<file path="config.mk">
export PLATFORM = sky130hd
export DESIGN_NAME = ssd_score_scanner
export DESIGN_NICKNAME = d
export VERILOG_FILES = /design/src/rtl/ssd_score_scanner.sv
export SDC_FILE = /design/constraint.sdc
export NUM_CORES = 1
export LEC_CHECK = 0
export BUFFER_PORTS_ARGS = -buffer_cell sky130_fd_sc_hd__buf_4
export CAP_MARGIN = 20
export CORE_MARGIN = 4
export CORE_UTILIZATION = 45
export DETAILED_ROUTE_END_ITERATION = 8
export PLACE_DENSITY = 0.65
export SETUP_SLACK_MARGIN = 0.3
export SYNTH_ARGS = -nofsm -noshare
export SYNTH_HDL_FRONTEND = slang
export SYNTH_SLANG_ARGS = --single-unit
</file>
<file path="constraint.sdc">
create_clock -name clk -period 2.4 [get_ports clk]
set_input_delay 0.36 -clock clk [delete_from_list [all_inputs] [get_ports clk]]
set_output_delay 0.36 -clock clk [all_outputs]
set_load 0.05 [all_outputs]
</file>
<file path="src/rtl/ssd_score_scanner.sv">
// Scans the score (ones, tens) and lives BCD digits onto an 8-digit common-anode display.
// Optional feature macro: SSD_LEADING_ZERO_BLANK_EN (blank a zero tens digit).
module ssd_score_scanner #(
    parameter int REFRESH_BITS = 18,
    parameter int BLINK_FRAMES = 8
) (
    input  logic       clk,
    input  logic       rst,
    input  logic [3:0] score_ones,
    input  logic [3:0] score_tens,
    input  logic [3:0] lives,
    output logic [7:0] an,
    output logic [7:0] ssd
);

    localparam logic [3:0] BLINK_LOAD = 4'(BLINK_FRAMES);
    localparam logic [REFRESH_BITS-1:0] CNT_ONE = {{(REFRESH_BITS-1){1'b0}}, 1'b1};

    logic [REFRESH_BITS-1:0] refresh_cnt;
    logic [1:0]              sel;
    logic                    frame_end;
    logic [3:0]              snap_ones;
    logic [3:0]              snap_tens;
    logic [3:0]              snap_lives;
    logic [3:0]              blink_cnt;
    logic [7:0]              an_next;
    logic [7:0]              ssd_next;

    assign sel       = refresh_cnt[REFRESH_BITS-1 -: 2];
    assign frame_end = &refresh_cnt;

    function automatic logic [7:0] seg_of(input logic [3:0] d);
        logic [7:0] s;
        case (d)
            4'd0:    s = 8'hC0;
            4'd1:    s = 8'hF9;
            4'd2:    s = 8'hA4;
            4'd3:    s = 8'hB0;
            4'd4:    s = 8'h99;
            4'd5:    s = 8'h92;
            4'd6:    s = 8'h82;
            4'd7:    s = 8'hF8;
            4'd8:    s = 8'h80;
            4'd9:    s = 8'h90;
            default: s = 8'hBF;
        endcase
        return s;
    endfunction

    // The lives snapshot about to be replaced is the previous frame's value,
    // so the incoming value is compared against it directly.
    always_ff @(posedge clk or posedge rst) begin
        if (rst) begin
            refresh_cnt <= '0;
            snap_ones   <= '0;
            snap_tens   <= '0;
            snap_lives  <= '0;
            blink_cnt   <= '0;
        end else begin
            refresh_cnt <= refresh_cnt + CNT_ONE;
            if (frame_end) begin
                snap_ones  <= score_ones;
                snap_tens  <= score_tens;
                snap_lives <= lives;
                if (lives < snap_lives)
                    blink_cnt <= BLINK_LOAD;
                else if (lives > snap_lives)
                    blink_cnt <= '0;
                else if (blink_cnt != 4'd0)
                    blink_cnt <= blink_cnt - 4'd1;
            end
        end
    end

    always_comb begin
        an_next  = 8'hFF;
        ssd_next = 8'hFF;
        case (sel)
            2'd0: begin
                an_next  = 8'hFE;
                ssd_next = seg_of(snap_ones);
            end
            2'd1: begin
`ifdef SSD_LEADING_ZERO_BLANK_EN
                if (snap_tens != 4'd0) begin
                    an_next  = 8'hFD;
                    ssd_next = seg_of(snap_tens);
                end
`else
                an_next  = 8'hFD;
                ssd_next = seg_of(snap_tens);
`endif
            end
            2'd3: begin
                // Odd blink counts blank the segments but keep the anode driven.
                an_next  = 8'hF7;
                ssd_next = (blink_cnt[0]) ? 8'hFF : seg_of(snap_lives);
            end
            default: begin
                an_next  = 8'hFF;
                ssd_next = 8'hFF;
            end
        endcase
    end

    always_ff @(posedge clk or posedge rst) begin
        if (rst) begin
            an  <= 8'hFF;
            ssd <= 8'hFF;
        end else begin
            an  <= an_next;
            ssd <= ssd_next;
        end
    end

endmodule

</file>
; ---- Word-level counts from Yosys, hierarchy flattened
; Memories as Yosys holds them, arrays and structs flattened.
; Cells that the tools add are included.
[totals]
ff_bits = 50
romBits = 336
inputBits = 14
output_inout_bits = 16
elab_cells = 27
memories = 3
[memory_table]
columns = memory, depth, width, rd, rd_ports_with_merged_regs, write_ports, line
row1 = (name not given), 16, 7, 1, 0, 0, 34  ; case (d)
row2 = (name not given), 16, 7, 1, 0, 0, 34
row3 = (name not given), 16, 7, 1, 0, 0, 34
[op_classes]
n_addsub = 2
order_cmp = 2
eq_ne = 2
n_mux = 6
n_reduce_logical = 5
[ops]
columns = cell, n
row1 = $pmux 8 s3, 1
row2 = $reduce_and 19->1, 1
row3 = $add 18x1->18 const B, 1
row4 = $reduce_and 18->1, 1
row5 = $mux 4, 3
row6 = $pmux 4 s3, 1
row7 = $mux 8, 1
row8 = $gt 4x4->1, 1
row9 = $lt 4x4->1, 1
row10 = $reduce_bool 4->1, 1
row11 = $sub 4x1->4 const B, 1
row12 = $reduce_bool 3->1, 1
row13 = $eq 2x1->1 const B, 1
row14 = $eq 2x2->1 const B, 1
row15 = $logic_not 2->1, 1

; ---- Depth between registers and ports, before layout
[logic_depth]
ltp_word = 4
depth_mapped = 7
mapped_depth_nobuf = 6

; ---- Worst setup path after synthesis
; Ideal clock, no wire load.
[synth_path]
path_kind = register to register
start = reg refresh_cnt[0]
end = reg snap_lives[3]
setup_time_ns = 0.125
arrival_time_ns = 1.807
t_required_ns = 2.275
setup_slack_ns = 0.467
path_stages_with_launch = 7
n_path_buf = 1
synth_period_minus_slack_ns = 1.933
path_cell_list = dfrtp_1 -> ha_1 -> nand3_1 -> or2_4 -> nor4b_4 -> buf_8 -> mux2_4
[synth_between]
elab_chain_cells = 1
[synth_lines]
columns = element, line
row1 = "start, declared", 19  ; logic [REFRESH_BITS-1:0] refresh_cnt;
row2 = "start signal, assigned", 60  ; refresh_cnt <= refresh_cnt + CNT_ONE;
row3 = $reduce_and 18->1, 30  ; assign frame_end = &refresh_cnt;
row4 = "end signal, assigned", 64  ; snap_lives <= lives;
row5 = "end, declared", 24  ; logic [3:0] snap_lives;
; No other way between the ends.
; A chain may end at the register's enable or synchronous reset.

; ---- Final worst setup path
[layout_path]
start = reg refresh_cnt[0]
end = reg snap_lives[1]
; Same word-level chain as after synthesis.

==> key figures <==
Placement
  • I/O Buffers: 23
  • Final GP Congestion: 0.804
  • Hpwl dp: 3680 µm
  • Cells after DPL: 348

Timing
  • Fmax: 0.506 GHz
  • Setup TNS: 0 ps
  • Hold_ws: 30.6 ps
  • RSZ-0062 raised after global routing: yes
  • Setup Skew: 6.45 ps
  • Final hold vios: 0
  • Actual slew at the worst max-slew pin: 529 ps
  • Tcrit/Tclk final: 0.823
  • Fin. max-slew vios: 0
  • Slew HR: 0.645
  • Final setup fails: 0
  • Post-route minimum period: approximately 2000 ps

Synth
  • Simple-Gate Fraction of Synth Area: 0.155
  • Synth Area in Adders: 0.108
  • Mux cell area share after synthesis: 0.0706
  • Ys Warns: 0
  • Post-synth ARST share: 1.00
  • Synth Instances: 259
  • Post-synthesis register bit count: 44
  • Main combinational cell family by area after synthesis: simple AND/OR/NAND/NOR gates
  • Post-synth EDFFs: 0
  • Top_reg_cell synth: dfrtp_1
  • Syn avg cell area: 10.3 µm²
  • Sequential area share after synthesis: 0.419
  • Compound-gate portion of the synthesized area: 0.127
  • Yosys cell types: between 50 and 60
  • Netlist Area Pre-Place: roughly 2700 µm²
  • Synth Area in XOR/XNOR: 0.0560

Global route
  • Vias in the first global route: 1,796
  • Total GRT Usage: 0.144
  • First-pass GRT wire length: 8380 µm
  • GRT overflow: 0
  • Largest net degree at the start of global routing: 17
  • Initial antenna violation count: 0

Critical path
  • Crit Reg-Reg Endpoint: snap_lives[1]$_DFFE_PP0P_
  • Worst EP arrival: 2160 ps
  • Crit path launch type: flip-flop
  • R2R Path Start: refresh_cnt[0]$_DFF_PP0_
  • Register-to-register setup slack: 420 ps
  • CP Class: reg -> reg
  • CP Max Fanout: 6
  • R2R cell count: 6
  • CP max stage delay: 410 ps
  • Crit-path slowest cell: dfrtp_1
  • Endpoint class of the critical path: flip-flop
  • Worst-path cell chain: ha_2, nand3_1, or2_4, nor4b_4, buf_6, mux2_2
  • CP required: around 2600 ps

Floorplan
  • Placeable Area: 5610 µm²
  • Ports: 30
  • Initial core utilization: 0.474
  • Die Area: roughly 7000 µm²
  • Num rows: 27
  • Die X: 84.9 µm
  • Chip height: 84.9 µm

Route
  • Avg WL per Cell: ~14 µm
  • Vias: 1,897
  • DRT antenna net count: 0
  • WL final: between 5000 and 6000 µm
  • Post-DR vias/cell: 5.31
  • DRC: 0
  • First DRT Iteration DRCs: 74
  • Pre-antenna DRT Iters: 4

Pwr
  • Total power draw: 1.39 mW
  • Power Dens Cells: 461 nW/µm²
  • P_leak: 1.38 nW
  • Peak VDD IR: 0.000309 V

CTS
  • H-tree depth: 2
  • Post-CTS setup buffer count: 0
  • Sink Count: 44
  • Clk root buf: clkbuf_8
  • Cts repair resizes: 0
  • Max Root-Sink Buffers: 2
  • Hold Buf Count CTS: 0
  • CTS tree: yes
  • Worst-path clk slew: 80 ps
  • Worst skew pair latency: 300 ps
  • CTS Buf Count: 5

Final layout
  • Synth-to-layout area growth: 13.0%
  • Commonest non-fill, non-tap cells in the layout: dfrtp_1, buf_4, ha_1
  • Layout filler cell count: 515
  • Commonest non-fill, non-tap cell in the layout: dfrtp_1
  • # diodes: 0
  • Fin cells: 357
  • Share of cells above drive strength 1: 0.228
  • Net count, final: 321

Flow run
  • Max-cap violations: 0

Worst hold path
  • Hold Path Class: in -> async

Run status
  • Status: completed
cell type report:
type	instances	area (µm²)	area share
clock inverters	2	35.0	0.0117
inverters	20	75.1	0.0250
clock buffers	6	72.6	0.0241
well taps	72	90.1	0.0300
multi-input cells	185	1400	0.466
flip-flops and latches	44	1110	0.371
repair buffers	28	218	0.0724
state kept, by name, indices dropped and copies added (netlist names):
name / cells
snap_tens: 4
an: 3
ssd: 7
blink_cnt: 4
snap_ones: 4
snap_lives: 4
refresh_cnt: 18
logic make-up (layout without fill, tap and decap cells):
| family | count (synthesis) | in the layout |
|---|---|---|
| adder cells (fa/ha/maj) | 23 | 23 |
| other | 1 | 6 |
| buffers and inverters | 35 | 56 |
| AND/OR/NAND/NOR | 74 | 74 |
| XOR/XNOR | 17 | 17 |
| multiplexers | 14 | 14 |
| AO/OA/AOI/OAI | 51 | 51 |
| flip-flops | 44 | 44 |
Yosys cell counts, types with 2 or more instances:
cell | number | share of area
o21ai_0 | 7 | 0.013
nand4_1 | 3 | 0.0071
mux2_4 | 9 | 0.051
ha_1 | 23 | 0.11
mux2_2 | 2 | 0.0085
nor2_1 | 15 | 0.021
o221ai_1 | 4 | 0.013
a21oi_1 | 16 | 0.030
o22ai_1 | 2 | 0.0047
nor3_1 | 8 | 0.015
dfrtp_1 | 34 | 0.32
nand2_1 | 11 | 0.016
nand3_1 | 11 | 0.021
nand2b_1 | 8 | 0.019
buf_4 | 6 | 0.017
a311oi_1 | 2 | 0.0066
nor2b_1 | 4 | 0.0094
mux2i_1 | 3 | 0.011
a22oi_1 | 2 | 0.0056
xnor2_1 | 12 | 0.040
a21o_1 | 4 | 0.011
inv_1 | 20 | 0.028
xor2_1 | 5 | 0.016
clkbuf_1 | 5 | 0.0071
dfstp_2 | 10 | 0.099
buf_2 | 2 | 0.0038
a211oi_1 | 5 | 0.014
and3_1 | 2 | 0.0047
where the power goes:
part | total, mW | leakage, nW | internal (mW) | switching, mW
logic | 0.0725 | 0.768 | 0.0236 | 0.0489
registers | 0.744 | 0.553 | 0.743 | 0.00122
clock network | 0.569 | 0.0552 | 0.309 | 0.260
critical path: cells and delay by family (launching register included):
family / cells / cell delay (ps)
and+or+nand+nor: 3 / 700
DFF: 1 / 410
muxes: 1 / 330
adders and majority gates: 1 / 240
buffers and inverters: 1 / 200
metrics by stage:
stage	utilization	worst slack (ps)	area, µm²
2_1_floorplan	-	467	2680
3_3_place_gp	0.513	376	2880
3_5_place_dp	0.513	323	2880
4_1_cts	0.533	310	2990
5_1_grt	0.536	298	3010
6_report	0.536	424	3010
how the worst max path moves through the flow:
stage	start	to	slack [ps]
after floorplan	refresh_cnt[0]$_DFF_PP0_	snap_lives[3]$_DFFE_PP0P_	470
after global placement	refresh_cnt[0]$_DFF_PP0_	snap_lives[1]$_DFFE_PP0P_	380
after detailed placement	refresh_cnt[0]$_DFF_PP0_	snap_lives[2]$_DFFE_PP0P_	320
after CTS	refresh_cnt[0]$_DFF_PP0_	snap_lives[2]$_DFFE_PP0P_	310
after global routing	refresh_cnt[0]$_DFF_PP0_	snap_lives[1]$_DFFE_PP0P_	300
final	refresh_cnt[0]$_DFF_PP0_	snap_lives[1]$_DFFE_PP0P_	420
routing by layer:
layer	routed length [µm]	vias to the layer above	global-route usage
li1	-	945	-
met2	2480	33	0.232
met4	20	0	0.0302
met3	200	2	0.0427
met5	0	-	0
met1	2380	917	0.192
Power figures use the tool's default switching activity.
